[config.mk]
export PLATFORM = sky130hd
export DESIGN_NAME = note_sequencer_flat
export DESIGN_NICKNAME = d
export VERILOG_FILES = /design/src/rtl/note_seq_pkg.sv /design/src/rtl/note_sequencer_if.sv /design/src/rtl/note_sequencer_beat_timer.sv /design/src/rtl/note_sequencer.sv /design/src/flat_wrapper.sv
export SDC_FILE = /design/constraint.sdc
export NUM_CORES = 1
export LEC_CHECK = 0
export CORE_UTILIZATION = 60
export CTS_BUF_LIST = sky130_fd_sc_hd__clkbuf_8 sky130_fd_sc_hd__clkbuf_16
export CTS_CLUSTER_DIAMETER = 100
export CTS_CLUSTER_SIZE = 24
export DETAILED_ROUTE_END_ITERATION = 16
export GPL_TIMING_DRIVEN = 1
export PLACE_DENSITY = 0.9
export SLEW_MARGIN = 20
export SYNTH_ARGS = -nofsm -noshare
export SYNTH_HDL_FRONTEND = slang
export SYNTH_HIERARCHICAL = 1
export SYNTH_SLANG_ARGS = --single-unit
[constraint.sdc]
create_clock -name CLK -period 6.1 [get_ports CLK]
set_clock_uncertainty 0.2 [all_clocks]
set_input_delay 0.915 -clock CLK [delete_from_list [all_inputs] [get_ports CLK]]
set_output_delay 0.915 -clock CLK [all_outputs]
set_load 0.005 [all_outputs]
[src/rtl/note_seq_pkg.sv]
// note_seq_pkg: note codes, step entry layout, FSM states and default melody
package note_seq_pkg;
   typedef logic [1:0] note_t;
   localparam note_t NOTE_FS5 = 2'd0;
   localparam note_t NOTE_A5  = 2'd1;
   localparam note_t NOTE_CS6 = 2'd2;
   localparam note_t NOTE_E6  = 2'd3;
   typedef struct packed {
      logic       rest;
      note_t      note;
      logic [2:0] beats_m1;
   } step_t;
   typedef enum logic [1:0] {ST_IDLE, ST_PLAY, ST_GAP} state_e;
   function automatic step_t mk_step(logic rest, note_t note, int beats);
      return '{rest: rest, note: note, beats_m1: 3'(beats - 1)};
   endfunction
   // entry 0 sits in the least significant slot
   localparam step_t [7:0] DEFAULT_PATTERN = {
      mk_step(1'b0, NOTE_FS5, 2),
      mk_step(1'b0, NOTE_A5,  1),
      mk_step(1'b1, NOTE_FS5, 1),
      mk_step(1'b0, NOTE_CS6, 2),
      mk_step(1'b0, NOTE_E6,  1),
      mk_step(1'b0, NOTE_CS6, 1),
      mk_step(1'b0, NOTE_A5,  1),
      mk_step(1'b0, NOTE_FS5, 1)
   };
endpackage

[src/rtl/note_sequencer_if.sv]
// note_sequencer_if: control and note/gate bus between a controller and the sequencer
interface note_sequencer_if;
   import note_seq_pkg::*;
   logic       START;
   logic       STOP;
   logic       LOOP;
   note_t      NOTE_SEL;
   logic       GATE;
   logic       BUSY;
   logic [3:0] STEP;
   logic       DONE;
   modport master (output START, STOP, LOOP, input NOTE_SEL, GATE, BUSY, STEP, DONE);
   modport slave  (input START, STOP, LOOP, output NOTE_SEL, GATE, BUSY, STEP, DONE);
endinterface

[src/rtl/note_sequencer_beat_timer.sv]
// beat_timer: tick/beat counters for one step, flagging gap start and step end
module beat_timer #(
   parameter int TICKS_PER_BEAT = 2500,
   parameter int GAP_TICKS      = 250
) (
   input  logic       CLK,
   input  logic       RST_N,
   input  logic       restart,
   input  logic       en,
   input  logic [2:0] beats_m1,
   output logic       gap_start,
   output logic       step_end
);
   localparam int TW = $clog2(TICKS_PER_BEAT);
   localparam logic [TW-1:0] TICK_LAST = TW'(TICKS_PER_BEAT - 1);
   localparam logic [TW-1:0] TICK_GAP  = TW'(TICKS_PER_BEAT - 1 - GAP_TICKS);
   logic [TW-1:0] tick;
   logic [2:0]    beat;
   logic          last_beat;
   assign last_beat = beat == beats_m1;
   assign step_end  = en && last_beat && tick == TICK_LAST;
   assign gap_start = en && last_beat && tick == TICK_GAP;
   always_ff @(posedge CLK or negedge RST_N)
      if (!RST_N) begin
         tick <= '0;
         beat <= '0;
      end else if (restart) begin
         tick <= '0;
         beat <= '0;
      end else if (en) begin
         tick <= tick == TICK_LAST ? '0 : tick + 1'b1;
         beat <= tick == TICK_LAST ? beat + 1'b1 : beat;
      end
endmodule

[src/rtl/note_sequencer.sv]
// note_sequencer: steps through a note pattern, driving note select and gate to the oscillator
module note_sequencer
   import note_seq_pkg::*;
#(
   parameter int TICKS_PER_BEAT = 2500,
   parameter int GAP_TICKS      = 250,
   parameter int PATTERN_LEN    = 8,
   parameter step_t [PATTERN_LEN-1:0] PATTERN = DEFAULT_PATTERN
) (
   input logic CLK,
   input logic RST_N,
   note_sequencer_if.slave bus
);
   localparam logic [1:0] S_IDLE = ST_IDLE;
   localparam logic [1:0] S_PLAY = ST_PLAY;
   localparam logic [1:0] S_GAP  = ST_GAP;
   logic [1:0] state;
   logic [3:0] step, nxt_idx;
   note_t      note_sel, nxt_note;
   logic       gate, busy, done;
   logic       cur_rest, nxt_rest;
   logic [2:0] cur_beats;
   logic       idle, last, load, gap_start, step_end;
   assign idle    = state == S_IDLE;
   assign last    = step == 4'(PATTERN_LEN - 1);
   assign nxt_idx = (idle || last) ? '0 : step + 4'd1;
   always_comb begin
      cur_rest  = 1'b0;
      cur_beats = '0;
      nxt_rest  = 1'b0;
      nxt_note  = NOTE_FS5;
      for (int k = 0; k < PATTERN_LEN; k++) begin
         cur_rest  = step == 4'(k) ? PATTERN[k].rest : cur_rest;
         cur_beats = step == 4'(k) ? PATTERN[k].beats_m1 : cur_beats;
         nxt_rest  = nxt_idx == 4'(k) ? PATTERN[k].rest : nxt_rest;
         nxt_note  = nxt_idx == 4'(k) ? PATTERN[k].note : nxt_note;
      end
   end
   // a step loads on START from idle, or at step end unless the pattern finishes
   assign load = (idle && bus.START) || (step_end && !(last && !bus.LOOP));
   beat_timer #(
      .TICKS_PER_BEAT(TICKS_PER_BEAT),
      .GAP_TICKS     (GAP_TICKS)
   ) u_timer (
      .CLK      (CLK),
      .RST_N    (RST_N),
      .restart  (idle || step_end),
      .en       (!idle),
      .beats_m1 (cur_beats),
      .gap_start(gap_start),
      .step_end (step_end)
   );
   always_ff @(posedge CLK or negedge RST_N)
      if (!RST_N) begin
         state    <= S_IDLE;
         step     <= '0;
         note_sel <= NOTE_FS5;
         gate     <= 1'b0;
         busy     <= 1'b0;
         done     <= 1'b0;
      end else begin
         done <= 1'b0;
         if (bus.STOP) begin
            state <= S_IDLE;
            gate  <= 1'b0;
            busy  <= 1'b0;
         end else if (load) begin
            state    <= S_PLAY;
            busy     <= 1'b1;
            step     <= nxt_idx;
            gate     <= !nxt_rest;
            note_sel <= nxt_rest ? note_sel : nxt_note;
         end else if (step_end) begin
            state <= S_IDLE;
            gate  <= 1'b0;
            busy  <= 1'b0;
            done  <= 1'b1;
         end else if (gap_start && !cur_rest) begin
            state <= S_GAP;
            gate  <= 1'b0;
         end
      end
   assign bus.NOTE_SEL = note_sel;
   assign bus.GATE     = gate;
   assign bus.BUSY     = busy;
   assign bus.STEP     = step;
   assign bus.DONE     = done;
endmodule
[src/flat_wrapper.sv]
// flat-port wrapper written by rule: the top's interface ports become plain ports
module note_sequencer_flat import note_seq_pkg::*;
#(
   parameter int TICKS_PER_BEAT = 2500,
   parameter int GAP_TICKS      = 250,
   parameter int PATTERN_LEN    = 8,
   parameter step_t [PATTERN_LEN-1:0] PATTERN = DEFAULT_PATTERN
)
  (CLK, RST_N, bus_START, bus_STOP, bus_LOOP, bus_NOTE_SEL, bus_GATE, bus_BUSY, bus_STEP, bus_DONE);
  note_sequencer_if bus_i ();
  input logic CLK;
  input logic RST_N;
  input wire logic [$bits(bus_i.START)-1:0] bus_START;
  input wire logic [$bits(bus_i.STOP)-1:0] bus_STOP;
  input wire logic [$bits(bus_i.LOOP)-1:0] bus_LOOP;
  output wire logic [$bits(bus_i.NOTE_SEL)-1:0] bus_NOTE_SEL;
  output wire logic [$bits(bus_i.GATE)-1:0] bus_GATE;
  output wire logic [$bits(bus_i.BUSY)-1:0] bus_BUSY;
  output wire logic [$bits(bus_i.STEP)-1:0] bus_STEP;
  output wire logic [$bits(bus_i.DONE)-1:0] bus_DONE;
  assign bus_i.START = bus_START;
  assign bus_i.STOP = bus_STOP;
  assign bus_i.LOOP = bus_LOOP;
  assign bus_NOTE_SEL = bus_i.NOTE_SEL;
  assign bus_GATE = bus_i.GATE;
  assign bus_BUSY = bus_i.BUSY;
  assign bus_STEP = bus_i.STEP;
  assign bus_DONE = bus_i.DONE;
  note_sequencer #(.TICKS_PER_BEAT(TICKS_PER_BEAT), .GAP_TICKS(GAP_TICKS), .PATTERN_LEN(PATTERN_LEN), .PATTERN(PATTERN)) u_core (.CLK(CLK), .RST_N(RST_N), .bus(bus_i));
endmodule
Yosys cells after proc, flatten, opt, wreduce, memory -nomap -nowiden --
Cells that the tools add are included.
Operators by class: $add $sub $neg 3, eq/ne operators 15, multiplexer cells 38, bitwise operators 2, reductions and logical operators 22
Operator list (count):
- 12-bit two-way mux | 3
- 4-bit by 3-bit == test with 1-bit output (second input constant) | 8
- 12-bit == test (second input constant) | 2
- 2-bit two-way mux | 10
- 1-bit two-way mux | 18
- 3-bit two-way mux | 6
- 12-bit by 1-bit adder with 12-bit output (second input constant) | 1
- 4-bit by 2-bit == test with 1-bit output (second input constant) | 2
- 1-bit logical AND | 7
- 1-bit zero test | 5
- 4-bit by 1-bit adder with 4-bit output (second input constant) | 1
- 4-bit by 1-bit == test with 1-bit output (second input constant) | 1
- 4-bit two-way mux | 1
- 2-bit AND reduction | 2
- 4-bit nonzero test | 1
- 3-bit by 1-bit adder with 3-bit output (second input constant) | 1
- 3-bit == test | 1
- 1-bit logical OR | 3
- 3-bit AND reduction | 1
- 3-bit nonzero test | 1
- 2-bit zero test | 1
- 2-bit inequality test (second input constant) | 1
- 1-bit inverter | 2
- 2-bit nonzero test | 1
Storage, ports and cells: bits in registers 26, input port bits 5, output and inout bits 9, word-level logic and storage cells 88

Depth between registers and ports, before layout --
depth after elaboration 13, gate-level depth with buffers 13, depth with buffers taken out 12

Modules after synthesis --
The synthesis kept the hierarchy.
Modules (own cells, without submodules):
- beat_timer | times used 1, cells each 101, area an instance 1001.0 sq um, sequential area each 375.4 sq um
- note_sequencer | times used 1, cells each 72, area an instance 705.7 sq um, sequential area each 275.3 sq um

Worst setup path after synthesis --
Ideal clock, no wire load.
path kind register to register, start register u_core.u_timer.tick[2], end register u_core.u_timer.tick[8], library setup time 0.078 ns, arrival 2.583 ns, data required time 5.822 ns, slack 3.239 ns, cell stages (with the launch flop) 9, path buffers 1, period minus slack after synthesis 2.861 ns, cell sequence dfrtp_1 -> or4_4 -> buf_6 -> or3_1 -> nor2_1 -> nand2b_1 -> o21ai_0 -> or4_1 -> a21oi_1
Between the ends: word-level cells in the longest chain between the ends 4, elaborated cells on any way between the ends 8, classes of those cells 1 x add/sub; 2 x eq/ne; 3 x mux; 2 x reduce/logical
Ends and longest elaborated chain:
- start: declaration | line note_sequencer_beat_timer.sv:17 | logic [TW-1:0] tick;
- start signal: assignment | line note_sequencer_beat_timer.sv:31 | tick <= tick == TICK_LAST ? '0 : tick + 1'b1;
- 12-bit == test * | line note_sequencer_beat_timer.sv:21 | assign step_end = en && last_beat && tick == TICK_LAST;
- 1-bit logical AND * | line note_sequencer_beat_timer.sv:21
- via u_core.step_end | line note_sequencer.sv:23 | logic idle, last, load, gap_start, step_end;
- 1-bit logical OR * | line note_sequencer.sv:47 | .restart (idle || step_end),
- 2-bit inequality test (no source line) / 12-bit two-way mux (equally long branches)
Mark *: on every way through the listed nets, which the timed path passes. The rest lies on a longest branch. The select of a mux whose other input is x is not followed. A chain may end at the register's enable or synchronous reset.

Final worst setup path --
start register u_core.step[0] (netlist: u_core/bus.STEP[0]), end register u_core.u_timer.tick[8]
Between the ends: word-level cells in the longest chain between the ends 10, elaborated cells on any way between the ends 14, classes of those cells 6 x eq/ne; 5 x mux; 3 x reduce/logical
Ends and longest elaborated chain:
- start: declaration | line note_sequencer.sv:18 | logic [3:0] step, nxt_idx;
- start signal: assignment | line note_sequencer.sv:70 | step <= nxt_idx;
- 4-bit by 3-bit == test with 1-bit output
- 1-bit two-way mux | line note_sequencer.sv:34 | cur_beats = step == 4'(k) ? PATTERN[k].beats_m1 : cur_beats;
- 3-bit two-way mux (2 in series) | line note_sequencer.sv:34
- 3-bit two-way mux * | line note_sequencer.sv:34
- via u_core.cur_beats[0] | line note_sequencer.sv:22 | logic [2:0] cur_beats;
- 3-bit == test * | line note_sequencer_beat_timer.sv:20 | assign last_beat = beat == beats_m1;
- 1-bit logical AND * (2 in series) | line note_sequencer_beat_timer.sv:21
- via u_core.step_end | line note_sequencer.sv:23
- 1-bit logical OR * | line note_sequencer.sv:47
- 2-bit inequality test (no source line) / 12-bit two-way mux (equally long branches)
Mark *: on every way through the listed nets, which the timed path passes. The rest lies on a longest branch.

==> flow_summary.toml <==
[clocking]
cts_resized = 0
post-cts-setup-buffers = 0
clk_pin_slew_worst_paths_ns = 0.09
cts_root_buffer = "clkbuf_8"
cts_sinks = 26
cts_buffers = 3
clock_path_buffers = 2
htreeDepth = 1
clock_latency_ns = 0.27
cts_hold_repair.buffers = 0
cts_tree = "built"

[critical_path]
timing.rr.start = "u_core/bus.STEP[0]"
path_buf_inv = 1
worstPathArrival_ns = 3.50
end_kind = "register"
crit_cells = 12
crit_type = "register to register"
crit_path_start = "u_core/bus.STEP[0]"
rr_worst_depth = 12
path_delay_family = "simple AND/OR/NAND/NOR gates"
slowest_delay_ns = 0.52
crit_path_frequent_cell = "nor2_1"
cp.required_ns = 6.09
start_kind = "register"
worstPathMaxFanout = 15
worstPathCellList = "inv_1 > ha_1 > nor2_1 > a21oi_1 > nor2_1 > xnor2_1 > nand4_1 > nor2_1 > nand2b_1 > o21ai_0 > or4_1 > a21oi_1"
cpMaxStageDelayCell = "dfrtp_1"

[cells_and_area]
nNetsFinal = 200
fin_util_pct = 73.7
fin_area_um2 = 1910
fillers = 178
n_antenna_cell = 0
area_delta_synth_final_pct = 11.9
layoutNonFillerInstCount = 216
drive_gt1_share_pct = 10.8

[logic_synthesis]
synth.avg_cell_area_um2 = 9.86
synth-edff-count = 0
ys_types = 49
yosys.area_share.simple_pct = 24.5
ys_seq_elements = 26
muxShareOfSynthArea_pct = 1.91
synth_xor_area_share_pct = 3.59
synthFlopType = "dfrtp_1"
synthCells = 173
yosysWarnings = 6
synth_compound_area_share_pct = 20.9
syn-cell-area_um2 = 1710
synth_top_family_by_area = "simple AND/OR/NAND/NOR gates"
ys_async_sr_fraction_pct = 100
yosysSeqAreaShare_pct = 38.1
synth-adder-area-share_pct = 5.87

[drt]
drt_iter0_drc = 57
final_antenna_net_count = 0
first_pass_iters = 4
vias_per_cell = 6.19
wl_per_cell_um = 15.4
wirelength_mm = 3.33
drc = 0
vias = 1337

[timing]
slew_viol_final = 0
fin_crit_sh_pct = 57.5
rsz0062_at_grt = "no"
worst_pin_slew_ns = 0.556
fin_setup_tns_ns = 0
max_freq_mhz = 285
finalCriticalPeriod_ns = 3.51
setup_viol = 0
slew_headroom_pct = 62.9
final-hold-violation-count = 0

[power]
leakage_nw = 0.765
ir_drop_uv = 211
power.density_nw_per_um2 = 202
finalPower_w = 0.000385

[floorplan]
io_pins = 14
die_y_um = 55.3
core_um2 = 2590
rows = 18
fp.dieArea_um2 = 3060
initial_core_util_pct = 65.9
die_x_um = 55.3

[global_routing]
grt_max_degree = 27
grt_use_total_pct = 24.4
grt_pass1_wl_mm = 5.99
grt_overflow = 0
antenna_found_initial = 0
grt_pass1_vias = 1297

[worst_hold_path]
hold_path_class = "register to register"
hold-path-cell-count = 2
hold_start = "u_core/bus.BUSY"

[placement]
dpl.hpwl_mm = 2.50
dpl_cell_area_um2 = 1840
gp_congestion = 0.806
port_buffers = 13
placed_cells = 212

[run_status]
outcome = "finished clean"

[flow_run]
maxCapViolCount = 0
[cells in the mapped netlist, types with 2 or more instances]
cell       number  area share, %
or4_1           3            1.3
clkbuf_1        2           0.44
nor2_1         12            2.6
nand3b_1        2           0.88
nor2b_1         2           0.73
a211oi_1        2           0.88
or3_1           4            1.5
nand4_1         5            1.8
nand2_1        13            2.9
o31ai_1         8            3.5
inv_1          13            2.9
a21oi_1        11            3.2
nand2b_1        3            1.1
o21ai_0         6            1.8
ha_1            8            5.9
nand3_1         7            2.1
xnor2_1         3            1.5
xor2_1          4            2.1
o21bai_1        2           0.88
o41ai_1         2            1.0
dfrtp_1        26             38
buf_6           2            1.3
o2bb2ai_1       2            1.0
o21ai_1         3           0.88
mux2_1          2            1.3
or3b_2          3            1.5
[metrics by stage]
stage	worst slack (ns)	hold slack (ns)
floorplan	3.24	0.271
global placement	2.84	0.265
detailed placement	2.67	0.266
CTS	2.63	0.294
global route	2.27	0.327
finish	2.59	0.292
[power by group]
group	total (W)	internal, W	switching [W]
clock	0.000140	0.0000877	0.0000522
sequential	0.000184	0.000177	0.00000737
combinational	0.0000611	0.0000244	0.0000367
total	0.000385	0.000289	0.0000963
[area by class of cell]
type | instances | area (um2) | area share (%)
flip-flops and latches | 26 | 651 | 34.1
multi-input cells | 130 | 976 | 51.1
clock inverters | 1 | 30.0 | 1.57
repair buffers | 13 | 125 | 6.55
inverters | 13 | 48.8 | 2.56
well taps | 30 | 37.5 | 1.97
clock buffers | 3 | 41.3 | 2.16
[registers in the layout, indices dropped and copies added (netlist names)]
name	flops
u_core/u_timer/tick	12
u_core/bus.STEP	4
u_core/u_timer/beat	3
u_core/bus.NOTE_SEL	2
u_core/state	2
u_core/bus.BUSY	1
u_core/bus.DONE	1
u_core/bus.GATE	1
[cell families (layout without fill, tap and decap cells)]
group,after synthesis,count (layout)
xor+xnor,7,7
simple gates,65,65
flops,26,26
mux,3,3
compound gates,45,45
fa+ha+maj,8,8
other cells,1,2
buf+inv,18,30
[path summary, 6_finish.rpt]
kind,end,slack [ns]
max in group asynchronous,u_core/u_timer/tick[8],4.90
hold reg to reg,u_core/bus.BUSY,0.29
min in group asynchronous,u_core/u_timer/tick[11],0.42
hold / removal,u_core/bus.BUSY,0.29
setup reg to reg,u_core/u_timer/tick[8],2.59
setup / recovery,u_core/u_timer/tick[8],2.59
[routing by layer]
metal / share of wire (%) / up-vias / track usage [%]
met5: 0 / - / 0
li1: - / 658 / -
met4: 0.51 / 0 / 5.71
met2: 47 / 40 / 38.0
met3: 4.9 / 2 / 6.09
met1: 48 / 637 / 34.3
[placed cells by master (no fill, tap or decap), drive strengths merged, types with 2 or more instances in the layout]
cell type and instances:
nand4bb 2, nor2b 2, nand3 7, or3 4, o21bai 3, nor2 12
nand3b 2, conb 2, xnor2 3, o21ai 9, o31ai 8, clkdlybuf4s50 12
xor2 4, inv 13, o2bb2ai 2, or3b 3, ha 8, nand4 5
clkbuf 3, nand2b 3, nand2 13, nor4 3, mux2 2, dfrtp 26
a21oi 11, or4 4, a211oi 2, o41ai 4
[worst reg2reg max path: cells and delay by family (launching register included)]
family          cells  cell delay (ns)
fa+ha+maj           1             0.24
buf+inv             1             0.12
simple gates        6             1.68
flops               1             0.52
xor+xnor            1             0.13
compound gates      3             0.56
(Power assumes the default switching activity.)
